<file path="config.mk">
export PLATFORM = sky130hd
export DESIGN_NAME = q_episode_ctrl
export DESIGN_NICKNAME = d
export VERILOG_FILES = /design/src/rtl/q_episode_ctrl.sv
export SDC_FILE = /design/constraint.sdc
export NUM_CORES = 1
export LEC_CHECK = 0
export CORE_MARGIN = 8
export CORE_UTILIZATION = 55
export CTS_BUF_LIST = sky130_fd_sc_hd__clkbuf_8
export CTS_CLUSTER_SIZE = 12
export DETAILED_ROUTE_END_ITERATION = 8
export PLACE_DENSITY = 0.89
export SLEW_MARGIN = 25
export SYNTH_ARGS = -nofsm -noshare
export SYNTH_HDL_FRONTEND = slang
export SYNTH_SLANG_ARGS = --single-unit
export TNS_END_PERCENT = 100
</file>
<file path="constraint.sdc">
create_clock -name clk -period 5.03 [get_ports clk]
set_clock_uncertainty 0.1 [all_clocks]
set_input_delay 0.7545 -clock clk [delete_from_list [all_inputs] [get_ports clk]]
set_output_delay 0.7545 -clock clk [all_outputs]
set_load 0.01 [all_outputs]
</file>
<file path="src/rtl/q_episode_ctrl.sv">
// rtl/q_episode_ctrl.sv - Q-learning episode sequencer for a 6x6 grid world.
// Optional epsilon-greedy exploration is enabled by defining EPSILON_EXPLORE_EN.
module q_episode_ctrl #(
    parameter int START_STATE = 0,
    parameter int GOAL_STATE  = 35,
    parameter int MAX_STEPS   = 64,
    parameter int EPSILON     = 26
) (
    input  logic        clk,
    input  logic        rst,
    input  logic        start,
    output logic        q_rd_en,
    output logic [7:0]  q_rd_addr,
    input  logic [31:0] q_rd_data,
    output logic        upd_req,
    input  logic        upd_ack,
    output logic [5:0]  upd_state,
    output logic [1:0]  upd_action,
    output logic [31:0] upd_max_q,
    output logic [3:0]  upd_reward,
    output logic [5:0]  cur_state,
    output logic        busy,
    output logic        done,
    output logic        timeout,
    output logic [7:0]  step_cnt,
    output logic [15:0] episode_cnt
);

    localparam logic [5:0] START_S = 6'(START_STATE);
    localparam logic [5:0] GOAL_S  = 6'(GOAL_STATE);
    localparam logic [7:0] MAX_S   = 8'(MAX_STEPS);

    typedef enum logic [2:0] {
        IDLE,
        FETCH_CUR,
        DECIDE,
        FETCH_NXT,
        UPDATE,
        ADVANCE
    } state_t;

    state_t      state;
    logic [2:0]  rd_cnt;
    logic [31:0] best_q;
    logic [1:0]  best_a;
    logic [1:0]  act;
    logic [5:0]  nxt_state;

    logic [1:0]  cap_a;
    logic        cap_better;
    logic [31:0] run_q;
    logic [1:0]  run_a;
    logic [1:0]  sel_act;
    logic [5:0]  sel_nxt;

    // Off-grid moves leave the agent where it is.
    function automatic logic [5:0] next_of(input logic [5:0] s, input logic [1:0] a);
        logic [2:0] col;
        col = 3'(s % 6'd6);
        next_of = s;
        case (a)
            2'd0: if (s >= 6'd6)   next_of = s - 6'd6;
            2'd1: if (col != 3'd5) next_of = s + 6'd1;
            2'd2: if (s < 6'd30)   next_of = s + 6'd6;
            default: if (col != 3'd0) next_of = s - 6'd1;
        endcase
    endfunction

    // Running argmax over the capture window; strict '>' keeps the lowest index on ties.
    assign cap_a      = rd_cnt[1:0] - 2'd1;
    assign cap_better = (rd_cnt == 3'd1) || (q_rd_data > best_q);
    assign run_q      = cap_better ? q_rd_data : best_q;
    assign run_a      = cap_better ? cap_a : best_a;

`ifdef EPSILON_EXPLORE_EN
    logic [15:0] lfsr;

    always_ff @(posedge clk) begin
        if (rst) begin
            lfsr <= 16'hACE1;
        end else begin
            lfsr <= {lfsr[14:0], lfsr[15] ^ lfsr[13] ^ lfsr[12] ^ lfsr[10]};
        end
    end

    assign sel_act = ({1'b0, lfsr[7:0]} < 9'(EPSILON)) ? lfsr[9:8] : best_a;
`else
    assign sel_act = best_a;
`endif

    assign sel_nxt = next_of(cur_state, sel_act);

    always_ff @(posedge clk) begin
        if (rst) begin
            state       <= IDLE;
            rd_cnt      <= 3'd0;
            best_q      <= 32'd0;
            best_a      <= 2'd0;
            act         <= 2'd0;
            nxt_state   <= 6'd0;
            q_rd_en     <= 1'b0;
            q_rd_addr   <= 8'd0;
            upd_req     <= 1'b0;
            upd_state   <= 6'd0;
            upd_action  <= 2'd0;
            upd_max_q   <= 32'd0;
            upd_reward  <= 4'd0;
            cur_state   <= START_S;
            busy        <= 1'b0;
            done        <= 1'b0;
            timeout     <= 1'b0;
            step_cnt    <= 8'd0;
            episode_cnt <= 16'd0;
        end else begin
            done    <= 1'b0;
            timeout <= 1'b0;
            case (state)
                IDLE: begin
                    if (start) begin
                        cur_state <= START_S;
                        step_cnt  <= 8'd0;
                        if (START_S == GOAL_S) begin
                            done        <= 1'b1;
                            episode_cnt <= episode_cnt + 16'd1;
                        end else begin
                            state     <= FETCH_CUR;
                            busy      <= 1'b1;
                            q_rd_en   <= 1'b1;
                            q_rd_addr <= {START_S, 2'd0};
                            rd_cnt    <= 3'd0;
                        end
                    end
                end
                FETCH_CUR, FETCH_NXT: begin
                    rd_cnt          <= rd_cnt + 3'd1;
                    q_rd_en         <= (rd_cnt < 3'd3);
                    q_rd_addr[1:0]  <= rd_cnt[1:0] + 2'd1;
                    if (rd_cnt != 3'd0) begin
                        best_q <= run_q;
                        best_a <= run_a;
                    end
                    if (rd_cnt == 3'd4) begin
                        if (state == FETCH_CUR) begin
                            state <= DECIDE;
                        end else begin
                            state      <= UPDATE;
                            upd_req    <= 1'b1;
                            upd_state  <= cur_state;
                            upd_action <= act;
                            upd_max_q  <= run_q;
                            upd_reward <= (nxt_state == GOAL_S) ? 4'd10 : 4'd0;
                        end
                    end
                end
                DECIDE: begin
                    act       <= sel_act;
                    nxt_state <= sel_nxt;
                    state     <= FETCH_NXT;
                    q_rd_en   <= 1'b1;
                    q_rd_addr <= {sel_nxt, 2'd0};
                    rd_cnt    <= 3'd0;
                end
                UPDATE: begin
                    if (upd_ack) begin
                        upd_req <= 1'b0;
                        state   <= ADVANCE;
                    end
                end
                ADVANCE: begin
                    cur_state <= nxt_state;
                    step_cnt  <= step_cnt + 8'd1;
                    if (nxt_state == GOAL_S) begin
                        done        <= 1'b1;
                        episode_cnt <= episode_cnt + 16'd1;
                        busy        <= 1'b0;
                        state       <= IDLE;
                    end else if ((step_cnt + 8'd1) >= MAX_S) begin
                        done        <= 1'b1;
                        timeout     <= 1'b1;
                        episode_cnt <= episode_cnt + 16'd1;
                        busy        <= 1'b0;
                        state       <= IDLE;
                    end else begin
                        state     <= FETCH_CUR;
                        q_rd_en   <= 1'b1;
                        q_rd_addr <= {nxt_state, 2'd0};
                        rd_cnt    <= 3'd0;
                    end
                end
                default: begin
                    state <= IDLE;
                    busy  <= 1'b0;
                end
            endcase
        end
    end

endmodule

</file>
## Word-level counts from Yosys, hierarchy flattened

Index checks and enable logic that the tools add are counted.

| cells by class | value |
|---|---|
| div/mod/pow operators | 1 |
| $add $sub $neg | 9 |
| reduce and logical (&&, ||, !) cells | 24 |
| multipliers | 0 |
| bitwise gates (word level) | 3 |
| multiplexer cells | 41 |
| magnitude comparators | 5 |
| shift operators | 0 |
| eq/ne operators | 18 |

Operators by type and width:

| kind | number |
|---|---|
| case mux 6 bit (3 select lines) | 2 |
| greater-than comparator 32 bit | 1 |
| 2-to-1 mux 16 bit | 2 |
| 2-to-1 mux 32 bit | 1 |
| 2-to-1 mux 6 bit | 5 |
| 2-to-1 mux 3 bit | 8 |
| 2-to-1 mux 8 bit | 3 |
| adder 16 x 1 -> 16 bit (second input constant) | 1 |
| case mux 8 bit (2 select lines) | 1 |
| case mux 3 bit (5 select lines) | 1 |
| != test 2 bit (second input constant) | 6 |
| case mux 3 bit (4 select lines) | 1 |
| case mux 6 bit (2 select lines) | 1 |
| AND reduction 3 bit | 4 |
| AND reduction 4 bit | 3 |
| 2-to-1 mux 1 bit | 11 |
| equality test 3 bit (second input constant) | 3 |
| nonzero test 3 bit | 3 |
| adder 8 x 1 -> 8 bit (second input constant) | 1 |
| >= comparator 8 x 7 -> 1 bit (second input constant) | 1 |
| case mux 2 bit (4 select lines) | 1 |
| adder 6 x 1 -> 6 bit (second input constant) | 1 |
| adder 6 x 3 -> 6 bit (second input constant) | 1 |
| equality test 3 x 1 -> 1 bit (second input constant) | 2 |
| 28 further kinds | 37 |

| storage, ports and cells | value |
|---|---|
| memories | 0 |
| register bits | 135 |
| bits in writable memories | 0 |
| latch bits | 0 |
| input bits | 36 |
| output and inout port bits | 87 |
| ROM bits | 0 |

## Longest topological paths before layout

| depth | value |
|---|---|
| word-level depth | 5 |
| depth in mapped cells | 14 |

## Worst setup path before layout

OpenSTA, ideal clock, no wires.

| timing | value |
|---|---|
| path type | register -> register |
| start point | register cur_state[1] |
| end point | register nxt_state[2] |
| data required time | 4.807 ns |
| data arrival time | 3.343 ns |
| stages on the path, launching flop included | 13 |
| setup time | 0.123 ns |
| slack | 1.464 ns |
| path through | dfxtp_1 > inv_1 > ha_1 > nand2b_2 > maj3_2 > o32a_4 > o211ai_2 > and2_4 > or4b_4 > and4_4 > or3_1 > a311oi_1 > nor3_1 |

| on the way | value |
|---|---|
| cells in the longest elaborated chain, start to end | 4 |
| elaborated cells between the ends (all ways) | 14 |

RTL lines:

| element | RTL line | text |
|---|---|---|
| start, declared | 21 | `output logic [5:0] cur_state,` |
| start signal, assigned | 170 | `cur_state <= nxt_state;` |
| modulo 6 x 3 -> 6 bit | 59 | `col = 3'(s % 6'd6);` |
| != test 3 bit or nonzero test 3 bit (tied branches) | 63, 65 |  |
| 2-to-1 mux 6 bit, on equally long branches | 63, 65 |  |
| case mux 6 bit (3 select lines) (*) | 61 | `case (a)` |
| end signal, assigned | 157 | `nxt_state <= sel_nxt;` |
| end, declared | 47 | `logic [5:0] nxt_state;` |

Every way passes the cells marked *; elsewhere a longest branch is shown, timed or not.
A chain may end at the register's enable or synchronous reset.

## Worst setup path in the final report

Same ends and word-level chain as after synthesis.

==> impl_results.md <==
- Avg WL per Cell: 15.70 µm
- Layout area overhead: 22.65%
- Post-synthesis area per instance: 8.337 µm²
- Gpl congestion: approximately 0.87
- Clock Path Buffers: 2
- Most common cell in the synthesized netlist: dfxtp_1
- Leak Pwr: roughly 3.2 nW
- Dpl hpwl: around 12,000 µm
- Clk sinks: 130
- CP cell instances: buf_4 -> inv_1 -> ha_1 -> nand2b_2 -> maj3_2 -> o32a_4 -> o211ai_2 -> and2_4 -> or4b_4 -> and4_4 -> or3_1 -> a311oi_1 -> nor3_1
- Chip height: about 130 µm
- Slew Limit Fails: 0
- First-pass GRT wire length: around 29,000 µm
- PnR worst setup slack: around 1200 ps
- Mux cell area share after synthesis: 0.09759
- Worst EP required: between 5000 and 6000 ps
- Synth cell types: 70
- Vias in the first global route: around 6,200
- Root Buffer: clkbuf_8
- Ys async rst share: 0
- Power Total: around 2.2 mW
- FP Rows: between 40 and 50
- Fmax: 0.2582 GHz
- Crit-path max FO: 18
- Final hold slack: ~360 ps
- Seq/Total Area, Yosys: 0.3664
- Period minus WS final: approximately 3900 ps
- Largest net degree at the start of global routing: just under 100
- Crit path buf inv count: 2
- Worst EP arrival: ~4000 ps
- Post-CTS Repair Setup Buffers: 0
- Max-Cap Viols: 0
- Pwr/cell area: between 200 and 250 nW/µm²
- Most area-consuming cells after synthesis: dfxtp_1 (37%), mux2i_1 (9.4%), ha_1 (7.9%)
- Netlist Area Pre-Place: 7103 µm²
- Initial antenna violation count: 0
- Final ANT Viol Nets: 0
- CTS Buf Count: 17
- Post-Syn Instances: 852
- Number of diodes: 0
- CTS clk-pin slew, worst paths: around 80 ps
- Worst-Skew Late Latency: approximately 450 ps
- Die area: 16,810 µm²
- EDFF count, synth: 0
- Die X: about 130 µm
- Crit start category: register
- Synthesis warning total: 0
- Hold_buf cts: 0
- Initial detailed-routing violation count: roughly 530
- Drt drc: 0
- Setup Viol. Count Final: 0
- Largest area contributor in the synthesized netlist: dfxtp_1
- Non-Filler Instances: 1,122
- Vias per Instance: about 5.8
- Port bufs: between 100 and 150
- Slew @ Worst Pin: ~1000 ps
- Slowest stage delay, CP: about 500 ps
- Delay-heaviest family, CP: simple AND/OR/NAND/NOR gates
- Worst vdd ir: roughly 0.00023 V
- Placed inst area: around 8300 µm²
- Ys flop type: dfxtp_1
- Post-cts sizing count: 0
- Simple-gate share of the synthesized area: 0.1814
- Core area: ~13,000 µm²
- Top cell type's share of synthesized area: 0.3664
- Setup TNS: 0 ps
- Via count: about 6,500
- Worst min path class: reg2reg
- CTS tree: yes
- RSZ-0062 raised after global routing: no
- Overflow left after global routing: 0
- Status: finished clean
- Total wire length: about 18,000 µm
- Effective utilization at floorplan: 0.5629
- Nets: about 1,000
- Worst slew margin: 0.3286
- Post-synth top cells: dfxtp_1 (130), nor2_1 (126), nand2_1 (69)
- Cells after DPL: 1,092
- Largest family of logic cells by synthesized area: compound AO/OA/AOI/OAI gates
- Final hold vios: 0
- CP Class: reg2reg
- Critical Path End Type: register
- Io pins: approximately 120
- Pre-antenna DRT Iters: 6
- Final Util: 0.6904
- Adder-Cell Fraction of Synth Area: 0.08085
- Tcrit/Tclk final: 0.7698
- Seq cells post-synth: 130
- Synth Area in XOR/XNOR: 0.01850
- GRT Total Usage: 0.2134
- Critical-path top delay cell: or4b_4
- Synth Area in Compound Gates: 0.1913
- Fin area: around 8700 µm²
- H-tree depth: 4
- Dpl ws: between 900 and 1000 ps
- Layout cell share with drive strength beyond 1: 0.06105
==> layer usage <==
layer | track usage | vias to the layer above | routed length [µm]
met4 | 0.08880 | 0 | 439
met2 | 0.3703 | 180 | 8728
met3 | 0.06122 | 36 | 1089
met5 | 0 | - | 0
met1 | 0.2405 | 3067 | 7362
li1 | - | 3193 | -
==> worst reg2reg max path, delay by kind of cell, from the launching register on <==
kind / cells / cell delay [ps]
buf+inv: 2 / 400
compound gates: 3 / 730
fa+ha+maj: 2 / 590
simple gates: 6 / 1600
flops: 1 / 310
==> flip-flops by register name, indices dropped and copies added (netlist names), 3 cells and up <==
name and cells:
episode_cnt 16, q_rd_addr 7, upd_state 6, cur_state 6, upd_max_q 32, nxt_state 6, best_q 32, state 3
step_cnt 8
==> placed cells by master (no fill, tap or decap), types with 3 or more instances in the layout <==
| cell type | count |
|---|---|
| a22oi_1 | 9 |
| nor3_1 | 6 |
| a21oi_1 | 52 |
| nor4_1 | 4 |
| o22ai_1 | 3 |
| dfxtp_1 | 130 |
| nand2_1 | 69 |
| a311oi_1 | 8 |
| clkinv_2 | 6 |
| clkdlybuf4s50_1 | 119 |
| or3_1 | 10 |
| nor2_1 | 126 |
| o211ai_1 | 5 |
| a31oi_1 | 4 |
| xnor2_1 | 8 |
| nor2b_1 | 9 |
| inv_1 | 47 |
| mux2i_1 | 67 |
| clkbuf_8 | 18 |
| a21o_1 | 11 |
| ha_1 | 45 |
| nand4_1 | 17 |
| buf_4 | 10 |
| and3_1 | 13 |
| a211oi_1 | 40 |
| o21a_1 | 4 |
| a221oi_1 | 4 |
| o21ai_0 | 27 |
| xor2_1 | 7 |
| nand3b_1 | 3 |
| nand3_1 | 10 |
==> where the power goes <==
group,internal [mW],switching [mW],total [mW]
sequential,1.04,0.0181,1.06
combinational,0.114,0.128,0.242
clock,0.441,0.409,0.850
==> area by class of cell <==
| type | instances | area (µm²) |
|---|---|---|
| tap | 172 | 215.2 |
| clock buffer | 18 | 247.7 |
| clock inverter | 12 | 118.9 |
| timing repair buffer | 129 | 1266 |
| inverter | 48 | 180.2 |
| multi-input combinational | 613 | 4081 |
| sequential | 130 | 2603 |
| fill | 1027 | 3908 |
==> worst paths after layout <==
check	cells after the start	start	slack, ps	endpoint
worst max-delay path	13	cur_state[1]	1160	nxt_state[2]
worst min-delay path	2	upd_state[0]	360	upd_state[0]
worst max register to register	13	cur_state[1]	1160	nxt_state[2]
worst min register to register	2	upd_state[0]	360	upd_state[0]
==> logic make-up (layout without fill, tap and decap cells) <==
group / after synthesis / in the layout
compound gates: 199 / 199
xor+xnor: 15 / 15
fa+ha+maj: 46 / 46
buf+inv: 110 / 207
flops: 130 / 130
mux: 69 / 69
other cells: 1 / 2
simple gates: 282 / 282
Note: power is estimated with default switching activity, not from simulation.
